$ cat src/rtl/regfile_alu_seq_pkg.sv
// Shared types for the register-file ALU sequencer: operation codes, FSM states
// and datapath widths.
package regfile_alu_seq_pkg;

  localparam int XLEN   = 32;
  localparam int REG_AW = 5;
  localparam int CNT_W  = 16;

  typedef enum logic [2:0] {
    OP_ADD = 3'd0,
    OP_SUB = 3'd1,
    OP_AND = 3'd2,
    OP_OR  = 3'd3,
    OP_XOR = 3'd4,
    OP_SLT = 3'd5,
    OP_SLL = 3'd6,
    OP_SRL = 3'd7
  } alu_op_t;

  typedef enum logic [1:0] {
    ST_IDLE = 2'd0,
    ST_READ = 2'd1,
    ST_EXEC = 2'd2,
    ST_WB   = 2'd3
  } state_t;

endpackage

$ cat src/rtl/regfile_alu_seq_alu32.sv
// Purely combinational 32-bit ALU used by the sequencer's EXEC stage.
module alu32
  import regfile_alu_seq_pkg::*;
(
  input  logic [XLEN-1:0] a,
  input  logic [XLEN-1:0] b,
  input  logic [2:0]      op,
  output logic [XLEN-1:0] y
);

  // Shifts use only the low five bits of b so the amount stays within 0..31.
  always_comb begin
    y = '0;
    case (alu_op_t'(op))
      OP_ADD: y = a + b;
      OP_SUB: y = a - b;
      OP_AND: y = a & b;
      OP_OR:  y = a | b;
      OP_XOR: y = a ^ b;
      OP_SLT: y = {{(XLEN-1){1'b0}}, ($signed(a) < $signed(b))};
      OP_SLL: y = a << b[4:0];
      OP_SRL: y = a >> b[4:0];
      default: y = '0;
    endcase
  end

endmodule

$ cat src/rtl/regfile_alu_seq.sv
// Four-state sequencer: accept a command, read two registers, execute on the ALU,
// write the result back, one cycle per state.
module regfile_alu_seq
  import regfile_alu_seq_pkg::*;
(
  input  logic              clk,
  input  logic              reset,
  input  logic              cmd_valid,
  output logic              cmd_ready,
  input  logic [2:0]        cmd_op,
  input  logic [REG_AW-1:0] cmd_rs1,
  input  logic [REG_AW-1:0] cmd_rs2,
  input  logic [REG_AW-1:0] cmd_rd,
  output logic [REG_AW-1:0] ra1,
  output logic [REG_AW-1:0] ra2,
  input  logic [XLEN-1:0]   rd1,
  input  logic [XLEN-1:0]   rd2,
  output logic              we3,
  output logic [REG_AW-1:0] wa3,
  output logic [XLEN-1:0]   wd3,
  output logic              done,
  output logic [XLEN-1:0]   result,
  output logic [CNT_W-1:0]  op_count
);

  state_t            state_q, state_d;
  alu_op_t           op_q;
  logic [REG_AW-1:0] rs1_q, rs2_q, rd_q;
  logic [XLEN-1:0]   opa_q, opb_q, result_q;
  logic [CNT_W-1:0]  count_q;
  logic [XLEN-1:0]   alu_y;
  logic              accept;

  assign accept = cmd_valid && cmd_ready;

  alu32 u_alu (
    .a  (opa_q),
    .b  (opb_q),
    .op (op_q),
    .y  (alu_y)
  );

  always_ff @(posedge clk or negedge reset) begin
    if (!reset) begin
      state_q <= ST_IDLE;
    end else begin
      state_q <= state_d;
    end
  end

  always_comb begin
    state_d = state_q;
    case (state_q)
      ST_IDLE: if (accept) state_d = ST_READ;
      ST_READ: state_d = ST_EXEC;
      ST_EXEC: state_d = ST_WB;
      ST_WB:   state_d = ST_IDLE;
      default: state_d = ST_IDLE;
    endcase
  end

  // Writes to x0 are suppressed but still count as completed commands.
  always_comb begin
    cmd_ready = 1'b0;
    ra1       = '0;
    ra2       = '0;
    we3       = 1'b0;
    wa3       = '0;
    wd3       = '0;
    done      = 1'b0;
    case (state_q)
      ST_IDLE: cmd_ready = reset;
      ST_READ: begin
        ra1 = rs1_q;
        ra2 = rs2_q;
      end
      ST_WB: begin
        done = 1'b1;
        if (rd_q != '0) begin
          we3 = 1'b1;
          wa3 = rd_q;
          wd3 = result_q;
        end
      end
      default: ;
    endcase
  end

  always_ff @(posedge clk or negedge reset) begin
    if (!reset) begin
      op_q     <= OP_ADD;
      rs1_q    <= '0;
      rs2_q    <= '0;
      rd_q     <= '0;
      opa_q    <= '0;
      opb_q    <= '0;
      result_q <= '0;
      count_q  <= '0;
    end else begin
      if (accept) begin
        op_q  <= alu_op_t'(cmd_op);
        rs1_q <= cmd_rs1;
        rs2_q <= cmd_rs2;
        rd_q  <= cmd_rd;
      end
      if (state_q == ST_READ) begin
        opa_q <= rd1;
        opb_q <= rd2;
      end
      if (state_q == ST_EXEC) begin
        result_q <= alu_y;
      end
      if (state_q == ST_WB) begin
        count_q <= count_q + 1'b1;
      end
    end
  end

  assign result   = result_q;
  assign op_count = count_q;

endmodule

$ cat config.mk
export PLATFORM = sky130hd
export DESIGN_NAME = regfile_alu_seq
export DESIGN_NICKNAME = d
export VERILOG_FILES = /design/src/rtl/regfile_alu_seq_pkg.sv /design/src/rtl/regfile_alu_seq_alu32.sv /design/src/rtl/regfile_alu_seq.sv
export SDC_FILE = /design/constraint.sdc
export NUM_CORES = 1
export LEC_CHECK = 0
export CAP_MARGIN = 0
export CELL_PAD_IN_SITES_DETAIL_PLACEMENT = 1
export CELL_PAD_IN_SITES_GLOBAL_PLACEMENT = 2
export CORE_MARGIN = 1
export CORE_UTILIZATION = 36
export DETAILED_ROUTE_END_ITERATION = 10
export PLACE_DENSITY_LB_ADDON = 0.15
export SYNTH_ARGS = -nofsm -noshare
export SYNTH_HDL_FRONTEND = slang
export SYNTH_SLANG_ARGS = --single-unit
$ cat constraint.sdc
create_clock -name clk -period 13 [get_ports clk]
set_input_delay 1.95 -clock clk [delete_from_list [all_inputs] [get_ports clk]]
set_output_delay 1.95 -clock clk [all_outputs]
set_load 0.005 [all_outputs]
==> reports/metrics.cfg, run 1 <==
[min_path]
hold-path-cell-count=1
hold_path.class=reg -> reg
worstHoldStart=op_count[15]
hold_path_end=op_count[15]

[clock_network]
cts_resized=0
cts_buffer_depth=2
postCtsSetupRepairBufs=0
numCtsBuffers=17
clock_sinks=132
clkTransAtPathRegs_ns=0.07
tritoncts=done
cts-hold-fix-buffers=0
cts_root_buffer=clkbuf_16
clk_latency_ns=0.46
htreeDepth=4

[detailed_routing]
drtIter0Drc=1480
routed-via-count=14000
drc=0
wl_per_cell_um=26.6
avgViaCountPerCell=6.22
ant_nets=0
wl_mm=59.9
first_pass_iters=7

[sta]
max-slew-margin-rel=0.212
setup_viol=0
rsz0062_at_grt=false
setup-tns-final_ns=0
finalHoldViolCount=0
drv_slew=0
tightest_slew_ns=1.18
final.min_clock_period_ns=5.06
fmax_mhz=198
post-route-period-util=0.389
whs_ns=0.467
fin_skew_ns=0.0170

[flow_run]
drv_cap=0

[placement]
dp_hpwl_mm=45.2
place_congestion=0.987
port-buffer-count=182
dp.cells=2223

[setup_path]
rrSetupSlack_ns=7.94
critPathCaptureType=flop
ff2ff_path_depth=12
r2r_end=result[30]
crit_required_ns=13.33
worstSetupStartpointType=flop
r2r_start=opb_q[3]
worstPathArrival_ns=5.39
path_max_fanout=60
crit_type=reg -> reg

[floorplan]
rows=70
die_h_um=194
die_w_um=194
start_util=0.364
die_area_um2=37700
top_level_ports=183
core_area_um2=36500

[final_layout]
drive_gt1_frac=0.0811
stdcell_count=2255
final_common_cell=clkdlybuf4s50_1
fin_nets=1964
final_cell_mix=clkdlybuf4s50_1, nand2_1, nor2_1
num-fill-cells=4366
area_growth_pct=20.5
n_antenna_cell=0

[logic_synthesis]
syn_inst=1661
syn_area_per_cell_um2=8.01
synth_edf_count=0
yosysWarningCount=0
async_flop_share=1.00
yosys.cell_types.count=79
syn_area_um2=13300
synth-seq-cells=132
synthFlopType=dfrtp_1
synthesis.nets=1851
seq_area_frac_synth=0.248

[global_route]
antenna_found_initial=4
grt_use_total=0.320
grt_pass1_vias=14100
grt_start_max_net_pins=86
grt_first_pass_wirelength_mm=91.4
grt.overflow.total=0

[run_status]
outcome=complete, no violations

cell type report:
| class | instances | area (µm²) | area share |
|---|---|---|---|
| clock inverters | 13 | 123 | 0.00765 |
| inverters | 102 | 383 | 0.0239 |
| repair buffers | 207 | 2010 | 0.125 |
| multi-input cells | 1314 | 9160 | 0.572 |
| flip-flops and latches | 132 | 3310 | 0.206 |
| well taps | 468 | 586 | 0.0365 |
| clock buffers | 19 | 453 | 0.0283 |
per-layer routing:
layer | up-vias | track usage | wire length (µm)
met5 | - | 0 | 12
li1 | 6233 | - | -
met1 | 7071 | 0.446 | 26600
met3 | 102 | 0.0738 | 5290
met4 | 2 | 0.0905 | 1580
met2 | 620 | 0.490 | 26400
critical path: stages, from the launching register on:
cell and delay (ns):
dfrtp_1 0.32, buf_4 0.51, clkinv_1 0.74, buf_4 0.46, ha_1 0.26, o311ai_1 0.55
a31oi_1 0.30, o211ai_1 0.28, a21boi_1 0.18, o41ai_2 0.60, mux2i_1 0.15, a2111oi_0 0.45
a21oi_1 0.12
worst max path at each step:
stage                          start         end  slack [ns]  cells past startpoint
final                       opb_q[3]  result[30]        7.94                     12
after global placement         reset   cmd_ready        8.11                      3
after CTS                 state_q[0]      wd3[9]        7.90                      5
after detailed placement    opb_q[3]  result[31]        8.09                     12
after global routing        opb_q[3]  result[30]        7.46                     12
after floorplan             opb_q[2]  result[31]        8.84                     15
cells by family after synthesis:
kind of cell / Yosys count / share of synthesized area
mux: 126 / 0.129
xor+xnor: 35 / 0.0230
simple gates: 509 / 0.175
fa+ha+maj: 105 / 0.0999
compound gates: 539 / 0.261
flops: 132 / 0.248
buf+inv: 215 / 0.0646
registers in the layout (all words and copies together), names as in the netlist:
name	cells
state_q	2
op_q	3
rd_q	5
rs1_q	5
opb_q	32
rs2_q	5
result	32
opa_q	32
op_count	16
synthesized netlist by cell type (23+ instances only):
cell | instances | share of area
nand2_1 | 164 | 0.046
nor2_1 | 162 | 0.046
o21ai_0 | 140 | 0.053
dfrtp_1 | 132 | 0.25
a21oi_1 | 130 | 0.049
ha_1 | 103 | 0.097
inv_1 | 92 | 0.026
clkbuf_1 | 76 | 0.021
mux2i_1 | 63 | 0.047
and2_1 | 52 | 0.024
mux4_2 | 33 | 0.056
mux2_2 | 29 | 0.025
nand3_1 | 29 | 0.011
nor3_1 | 29 | 0.011
xnor2_1 | 29 | 0.019
a31oi_1 | 26 | 0.012
o21ai_1 | 23 | 0.0087
stage by stage:
stage | util | area [µm²] | setup WS, ns
2_1_floorplan | - | 13300 | 8.84
3_3_place_gp | 0.423 | 15400 | 8.11
3_5_place_dp | 0.423 | 15400 | 8.09
4_1_cts | 0.439 | 16000 | 7.90
5_1_grt | 0.439 | 16000 | 7.46
6_report | 0.439 | 16000 | 7.94
Power of run 1 is left out: the tool's default activity adds up to more than one toggle a clock period on the data nets, which glitch-free logic cannot reach.
==> inputs of run 2 (changes only) <==
CORE_UTILIZATION = 34   (was 36)
clock period = 4.7 ns   (was 13 ns; I/O delays follow)
==> reports/metrics.cfg, run 2 (synthesized netlist as in run 1, its figures left out) <==
[sta]
drv_slew=0
final.min_clock_period_ns=4.23
post-route-period-util=0.900
fmax_mhz=236
setup_viol=0
finalHoldViolCount=0
rsz0062_at_grt=false
max-slew-margin-rel=0.228
setup-tns-final_ns=0
fin_skew_ns=0.0148
tightest_slew_ns=1.15

[global_route]
antenna_found_initial=2
grt_first_pass_wirelength_mm=91.5
grt_pass1_vias=13800
grt_use_total=0.314
grt.overflow.total=0
grt_start_max_net_pins=76

[detailed_routing]
first_pass_iters=8
ant_nets=0
avgViaCountPerCell=6.05
routed-via-count=14000
wl_mm=61.7
drc=1
drtIter0Drc=1198
wl_per_cell_um=26.6

[setup_path]
crit_required_ns=5.05
r2r_start=opa_q[0]
r2r_end=result[30]
rrSetupSlack_ns=0.47
critPathMaxStageDelay_ns=0.61
ff2ff_path_depth=13
path_buf_inv=2
worstSetupStartpointType=flop
crit_type=reg -> reg
path_cells=inv_1 -> ha_1 -> inv_1 -> fa_1 -> nor2b_1 -> o311ai_1 -> a31oi_1 -> o211ai_1 -> a21boi_1 -> o41ai_2 -> mux2i_1 -> a2111oi_0 -> a21oi_1
crit_slowest_cell=o311ai_1
crit_top_cell=inv_1
critPathCaptureType=flop
worstPathArrival_ns=4.58
critPathTopFamily=compound AO/OA/AOI/OAI gates
path_max_fanout=5

[floorplan]
start_util=0.344
rows=72
top_level_ports=183
die_w_um=200
core_area_um2=38600
die_h_um=200
die_area_um2=39900

[clock_network]
clock_sinks=132
numCtsBuffers=17
tritoncts=done
cts-hold-fix-buffers=0
clkTransAtPathRegs_ns=0.07
cts_root_buffer=clkbuf_16
postCtsSetupRepairBufs=0
cts_buffer_depth=2
cts_resized=0
htreeDepth=4
clk_latency_ns=0.47

[placement]
port-buffer-count=182
placed_area_um2=15700
place_congestion=0.978
dp_hpwl_mm=46.8

[final_layout]
final_cell_mix=clkdlybuf4s50_1, nand2_1, nor2_1
design_area_um2=16300
fin_nets=1981
fin_util=0.421
final_common_cell=clkdlybuf4s50_1
area_growth_pct=22.3
drive_gt1_frac=0.0892
n_antenna_cell=0
num-fill-cells=4597

[run_status]
outcome=finished with violations
violations=design-rule violations

[min_path]
hold_path.class=in -> async

[flow_run]
drv_cap=0

## run 2: changes by cell type in the layout (fill, tap and decap cells not counted), sizes merged
cell      previous run  this run
buf                 26        43
inv                102       101
bufinv               1         2
clkinv               9         8
clkinvlp             3         4
## run 2: stage by stage
stage                     cells  worst slack (ns)  hold WS [ns]
after global routing       2322             0.206         0.161
after CTS                  2322             0.536         0.161
final                      2322             0.470         0.144
after global placement     2290             0.653         0.457
after floorplan            1661             0.543         0.409
after detailed placement   2290             0.570         0.476
## run 2: layer usage
| layer | track usage | vias up | routed length (µm) |
|---|---|---|---|
| met4 | 0.0958 | 0 | 1600 |
| met3 | 0.0504 | 81 | 4200 |
| li1 | - | 6281 | - |
| met5 | 0 | - | 0 |
| met2 | 0.480 | 548 | 27600 |
| met1 | 0.451 | 7130 | 28300 |
## run 2: how the worst max path moves through the flow
stage / startpoint / end / slack (ns) / cells after the start
after floorplan: opb_q[2] / result[31] / 0.54 / 15
after detailed placement: opa_q[0] / result[30] / 0.57 / 13
after CTS: opa_q[0] / result[30] / 0.54 / 13
final: opa_q[0] / result[30] / 0.47 / 13
after global routing: opa_q[0] / result[30] / 0.21 / 13
after global placement: opa_q[0] / result[30] / 0.65 / 13
## run 2: cell type report
| cell class | instances | area [µm²] | share of cell area |
|---|---|---|---|
| clock inverter | 13 | 150 | 0.00923 |
| multi-input combinational | 1314 | 9160 | 0.563 |
| clock buffer | 19 | 443 | 0.0272 |
| timing repair buffer | 224 | 2180 | 0.134 |
| tap | 518 | 648 | 0.0398 |
| sequential | 132 | 3310 | 0.203 |
| inverter | 102 | 383 | 0.0235 |
Power of run 2 is left out for the same reason.
==> inputs of run 3 (changes only) <==
GPL_ROUTABILITY_DRIVEN = 0   (was unset)
SKIP_LAST_GASP = 1   (was unset)
==> reports/metrics.cfg, run 3 (synthesized netlist as in run 1, its figures left out) <==
[clock_network]
clkTransAtPathRegs_ns=0.07
numCtsBuffers=17
cts_resized=0
clock_sinks=132
htreeDepth=4
cts-hold-fix-buffers=0
tritoncts=done
postCtsSetupRepairBufs=0
clk_latency_ns=0.47
cts_root_buffer=clkbuf_16
cts_buffer_depth=2

[setup_path]
crit_required_ns=5.05
worstPathArrival_ns=4.58
rrSetupSlack_ns=0.47
path_buf_inv=1
critPathMaxStageDelay_ns=0.79
critPathCaptureType=flop
critPathTopFamily=compound AO/OA/AOI/OAI gates
worstSetupStartpointType=flop
crit_type=reg -> reg
r2r_start=opb_q[0]
path_cells=buf_4 -> ha_1 -> a21o_1 -> nand4_1 -> a21o_1 -> a2111oi_0 -> o22ai_1 -> o31ai_1 -> xor2_1 -> a211oi_1 -> o22ai_1
crit_slowest_cell=a2111oi_0
ff2ff_path_depth=11
path_max_fanout=41
r2r_end=result[31]

[detailed_routing]
avgViaCountPerCell=6.14
first_pass_iters=9
routed-via-count=14200
ant_nets=0
wl_mm=60.8
wl_per_cell_um=26.2
drc=1
drtIter0Drc=1512

[floorplan]
rows=72
core_area_um2=38600
start_util=0.344
die_w_um=200
top_level_ports=183
die_h_um=200
die_area_um2=39900

[sta]
max-slew-margin-rel=0.360
setup_viol=0
final.min_clock_period_ns=4.23
setup-tns-final_ns=0
post-route-period-util=0.900
drv_slew=0
whs_ns=0.138
fin_skew_ns=0.0177
fmax_mhz=236
tightest_slew_ns=0.957
rsz0062_at_grt=false
finalHoldViolCount=0

[final_layout]
fin_nets=1978
n_antenna_cell=0
final_cell_mix=clkdlybuf4s50_1, nand2_1, nor2_1
num-fill-cells=4577
final_common_cell=clkdlybuf4s50_1
area_growth_pct=22.0
drive_gt1_frac=0.0883

[run_status]
violations=design-rule violations
outcome=finished with violations

[placement]
port-buffer-count=182
dp_hpwl_mm=45.6

[min_path]
hold_path.class=in -> async

[flow_run]
drv_cap=0

[global_route]
grt.overflow.total=0
grt_use_total=0.306
antenna_found_initial=1
grt_first_pass_wirelength_mm=90.2
grt_pass1_vias=14000
grt_start_max_net_pins=73

[run 3: cell type report]
| type | instances | area [µm²] | area share |
|---|---|---|---|
| flip-flops and latches | 132 | 3310 | 0.204 |
| inverters | 102 | 383 | 0.0236 |
| multi-input cells | 1314 | 9160 | 0.564 |
| well taps | 518 | 648 | 0.0399 |
| clock buffers | 17 | 425 | 0.0262 |
| clock inverters | 15 | 178 | 0.0109 |
| repair buffers | 221 | 2130 | 0.131 |
[run 3: how the worst max path moves through the flow]
stage | start | endpoint | slack (ns) | cells after the start
4_1_cts | opb_q[0] | result[31] | 0.61 | 11
5_1_grt | opa_q[0] | result[30] | 0.28 | 13
6_report | opb_q[0] | result[31] | 0.47 | 11
3_5_place_dp | opb_q[0] | result[31] | 0.64 | 11
3_3_place_gp | opb_q[0] | result[31] | 0.67 | 11
2_1_floorplan | opb_q[2] | result[31] | 0.54 | 15
[run 3: per-stage QoR]
stage	setup WS (ns)	cell area, µm²	cells	utilization
global route	0.278	16200	2319	0.420
floorplan	0.543	13300	1661	-
detailed placement	0.637	15600	2287	0.404
global placement	0.669	15600	2287	0.404
finish	0.468	16200	2319	0.420
CTS	0.615	16200	2319	0.420
[run 3: layer usage]
| metal | global-route usage | wire, µm | up-vias |
|---|---|---|---|
| li1 | - | - | 6277 |
| met1 | 0.431 | 26500 | 7176 |
| met2 | 0.466 | 27000 | 678 |
| met3 | 0.0615 | 5370 | 105 |
| met4 | 0.100 | 1860 | 0 |
| met5 | 0 | 0 | - |
Power of run 3 is left out for the same reason.
==> RTL edit 1: new RTL, flow settings as in run 3 <==
Encoding of `state_t`: now one-hot (4 bits for 4 states).
--- a/src/rtl/regfile_alu_seq_pkg.sv
+++ b/src/rtl/regfile_alu_seq_pkg.sv
@@ -17,11 +17,11 @@
     OP_SRL = 3'd7
   } alu_op_t;
 
-  typedef enum logic [1:0] {
-    ST_IDLE = 2'd0,
-    ST_READ = 2'd1,
-    ST_EXEC = 2'd2,
-    ST_WB   = 2'd3
+  typedef enum logic [3:0] {
+    ST_IDLE = 4'b0001,
+    ST_READ = 4'b0010,
+    ST_EXEC = 4'b0100,
+    ST_WB   = 4'b1000
   } state_t;
 
 endpackage
Behaviour: same outputs for any inputs over 4 cycles, from zero or initial values and one cycle with reset low; so few cycles prove little.
==> RTL edit 1 against run 3 <==
Final area grew 1.0%; sequential cell count grew 2; non-clock buffer count fell by 1; worst setup slack improved by 0.41 ns; wire length is 3.9% higher; area after synthesis grew 1.8%; cell count rose by 5.0%; critical path depth stayed put; utilization is 0.13 points higher; count of clock-buffer cells in the layout rose by 2; critical path type unchanged.
==> RTL edit 1: results (changes against run 3) <==
NUM_ANTENNA_CELLS=0  # unchanged
RATIO_OF_CELLS_WITH_DRIVE_ABOVE_1_IN_THE_FINAL_LAYOUT=0.0777  # -0.0106
GRT_FIRST_PASS_WIRELENGTH_UM=94900  # +5.3%
POST_SYNTH_NET_TOTAL=1974  # +6.6%
CRITPATHMAXFANOUT=14  # -66%
DRT-TOTAL-WL_UM=63100  # +3.9%
DPL_CELL_AREA_UM2=15800  # +1.0%
DP_CELLS=2403  # +5.1%
GRT_PASS1_VIAS=14400  # +3.0%
SYN-INSTANCE-COUNT=1789  # +7.7%
GLOBAL_ROUTE.USAGE.MET2=0.451  # -0.0151
COMMONEST_CELLS_POST_SYNTH='230 x sky130_fd_sc_hd__nand2_1, 199 x sky130_fd_sc_hd__nor2_1, 160 x sky130_fd_sc_hd__a21oi_1'
TIMING.CRITICAL_PATH.ARRIVAL_NS=4.15  # -0.43 ns
FINISH.NET_COUNT=2089  # +5.6%
NORMALIZED_MAX_SLEW_MARGIN=0.266  # -0.0941
GRT_USE_TOTAL=0.310  # +0.00404
PORT_BUFFERS=182  # unchanged
FIRSTDRTPASSITERS=5  # -4
SYNTH_SEQ_AREA_SHARE=0.248  # -0.000549
GRT_UTIL_MET1=0.467  # +0.0352
DRT-INITIAL-DRC-COUNT=1659  # +9.7%
NETLIST_TOP_CELLS_AREA='sky130_fd_sc_hd__dfrtp_1 25%, sky130_fd_sc_hd__ha_1 9.1%, sky130_fd_sc_hd__nand2_1 6.4%'
FINAL.SETUP_SKEW_NS=0.0142  # -0.00358 ns
HPWLAFTERDP_UM=48700  # +6.8%
GRT.MET3_USAGE=0.0442  # -0.0173
SLOWEST_STAGE='sky130_fd_sc_hd__dfrtp_1'
CRITICAL_PATH.MAX_STAGE_DELAY_NS=0.64  # -0.15 ns
OUTCOME='completed'
NUMBER_OF_VIAS_IN_THE_ROUTED_LAYOUT=14700  # +3.1%
-- RTL edit 1: path summary, 6_finish.rpt --
check	start	end	slack, ns	depth (start not counted)
max	opa_q[9]	result[29]	0.88	11
min	reset	result[2]	0.11	1
max reg2reg	opa_q[9]	result[29]	0.88	11
min reg2reg	rs1_q[1]	rs1_q[1]	0.47	2
max in group asynchronous	reset	opb_q[25]	3.45	2
min in group clk	rs1_q[1]	rs1_q[1]	0.47	2
-- RTL edit 1: power breakdown --
part           switching, mW  internal [mW]
Combinational           6.95           3.65
Sequential             0.772           1.61
Clock                  0.593          0.842
-- RTL edit 1: through the flow --
step                      power [mW]  worst slack [ns]  hold WS, ns   util
final                           14.4             0.876        0.108  0.421
after global routing            15.3             0.660        0.114  0.421
after CTS                       14.1             0.891        0.100  0.421
after detailed placement        12.6             0.957        0.459  0.406
after global placement          12.5              1.05        0.450  0.406
after floorplan                 8.98              1.05        0.409      -
-- RTL edit 1: per-layer routing --
layer | wire length [um] | vias to the layer above
li1 | - | 6578
met1 | 29700 | 7322
met5 | 0 | -
met4 | 1630 | 0
met3 | 4950 | 93
met2 | 26800 | 687
-- RTL edit 1: cells by family (layout without fill, tap and decap cells) --
group / Yosys count / count (layout) / share of synthesized area
muxes: 103 / 103 / 0.0981
DFF: 134 / 134 / 0.248
buffers and inverters: 230 / 358 / 0.0684
adders and majority gates: 100 / 100 / 0.0935
xor gates and xnor gates: 38 / 38 / 0.0246
and+or+nand+nor: 624 / 624 / 0.206
AOI/OAI and AO/OA: 560 / 560 / 0.261
-- RTL edit 1: layout make-up --
class,count,area [um^2]
fill,4728,22500
multi-input combinational,1425,9270
sequential,134,3360
timing repair buffer,220,2110
tap,518,648
clock buffer,19,433
inverter,106,398
clock inverter,13,170
==> RTL edit 2: new RTL, settings of run 3 <==
Made on the original files. Set the package constant `XLEN` to 40 (it was 32).
--- a/src/rtl/regfile_alu_seq_pkg.sv
+++ b/src/rtl/regfile_alu_seq_pkg.sv
@@ -2,7 +2,7 @@
 // and datapath widths.
 package regfile_alu_seq_pkg;
 
-  localparam int XLEN   = 32;
+  localparam int XLEN   = 40;
   localparam int REG_AW = 5;
   localparam int CNT_W  = 16;
 
Ports: changed (resized rd1, rd2, result and wd3); port bits go from 183 to 215. No check against the original RTL was run, so the function may have changed too.
==> RTL edit 2 against run 3 <==
Cell count is 24% higher; area after synthesis is 25% higher; wire length is 23% higher; worst setup slack worse by 0.21 ns; sequential cell count is 24 higher; final area is 22% higher; non-clock buffer count is 44 higher; critical endpoint is now result[24]; highest routed layer unchanged.
Power is not shown: default switching activity piles up to over one toggle a cycle in this logic, so the estimate is an artifact.
==> RTL edit 2: results (changes against run 3) <==
HPWLAFTERDP_UM=57000  # +25%
SYN_AREA_PER_CELL_UM2=7.84  # -2.1%
DP_CELLS=2853  # +25%
FINISH.NET_COUNT=2487  # +26%
DPL_CELL_AREA_UM2=19200  # +23%
VIAS_PER_CELL=6.08  # -0.97%
OUTCOME='completed'
POST-SYNTH-TOP-COUNT-CELL='sky130_fd_sc_hd__nor2_1'
FINAL.HOLD.WORST_SLACK_NS=0.185  # +0.0466 ns
MET3WIRELENGTH_UM=4530  # -16%
CRITPATHMAXFANOUT=13  # -68%
GRT_USE_TOTAL=0.299  # -0.00679
WL_MET1_UM=33300  # +26%
SYNTH-XOR-AREA-SHARE=0.0184  # -0.00465
GRT_ANTENNA_BEFORE_REPAIR=0  # -1
FIRSTDRTPASSITERS=5  # -4
GLOBAL_ROUTE.USAGE.MET2=0.481  # +0.0148
SYNTHDISTINCTLIBCELLS=96  # +22%
ADDER_CELL_FRACTION_OF_SYNTH_AREA=0.0978  # -0.00215
SYNTH-COMPOUND-AREA-SHARE=0.280  # +0.0193
FINAL.SETUP_SKEW_NS=0.0228  # +0.00511 ns
GRT_START_MAX_NET_PINS=90  # +23%
POST-PLACE-WS_NS=0.288  # -0.349 ns
GRT_FIRST_PASS_WIRELENGTH_UM=113000  # +25%
CLK-INSERTION-DELAY-LATE_NS=0.51  # +0.04 ns
SYNTH_SEQ_AREA_SHARE=0.234  # -0.0141
WL_MET2_UM=34300  # +27%
NETLIST_TOP_CELLS_AREA='sky130_fd_sc_hd__dfrtp_1 23%, sky130_fd_sc_hd__ha_1 9.5%, sky130_fd_sc_hd__a21oi_1 6.5%'
COMMONEST_CELLS_POST_SYNTH='239 x sky130_fd_sc_hd__nor2_1, 216 x sky130_fd_sc_hd__a21oi_1, 214 x sky130_fd_sc_hd__nand2_1'
N_FILL_CELL=5795  # +27%
[RTL edit 2: cell count changes after synthesis, sizes merged, moves of 24 or more]
cell / before / now
a21oi: 131 / 219
nor2: 162 / 242
nand2: 164 / 214
inv: 98 / 137
buf: 37 / 74
dfrtp: 132 / 156
ha: 103 / 127
[RTL edit 2: final cells by class]
type / instances / area, um^2 / share of cell area
Sequential cell: 156 / 3910 / 0.197
Clock inverter: 13 / 191 / 0.00964
Tap cell: 615 / 769 / 0.0388
Clock buffer: 19 / 443 / 0.0223
Multi-Input combinational cell: 1679 / 11500 / 0.579
Antenna cell: 1 / 2.50 / 0.000126
Timing Repair Buffer: 265 / 2530 / 0.127
Inverter: 138 / 518 / 0.0261
[RTL edit 2: cells by family after synthesis]
| family | count (synthesis) |
|---|---|
| AO/OA/AOI/OAI | 706 |
| AND/OR/NAND/NOR | 669 |
| buffers and inverters | 291 |
| flip-flops | 156 |
| multiplexers | 140 |
| adder cells (fa/ha/maj) | 129 |
| XOR/XNOR | 35 |
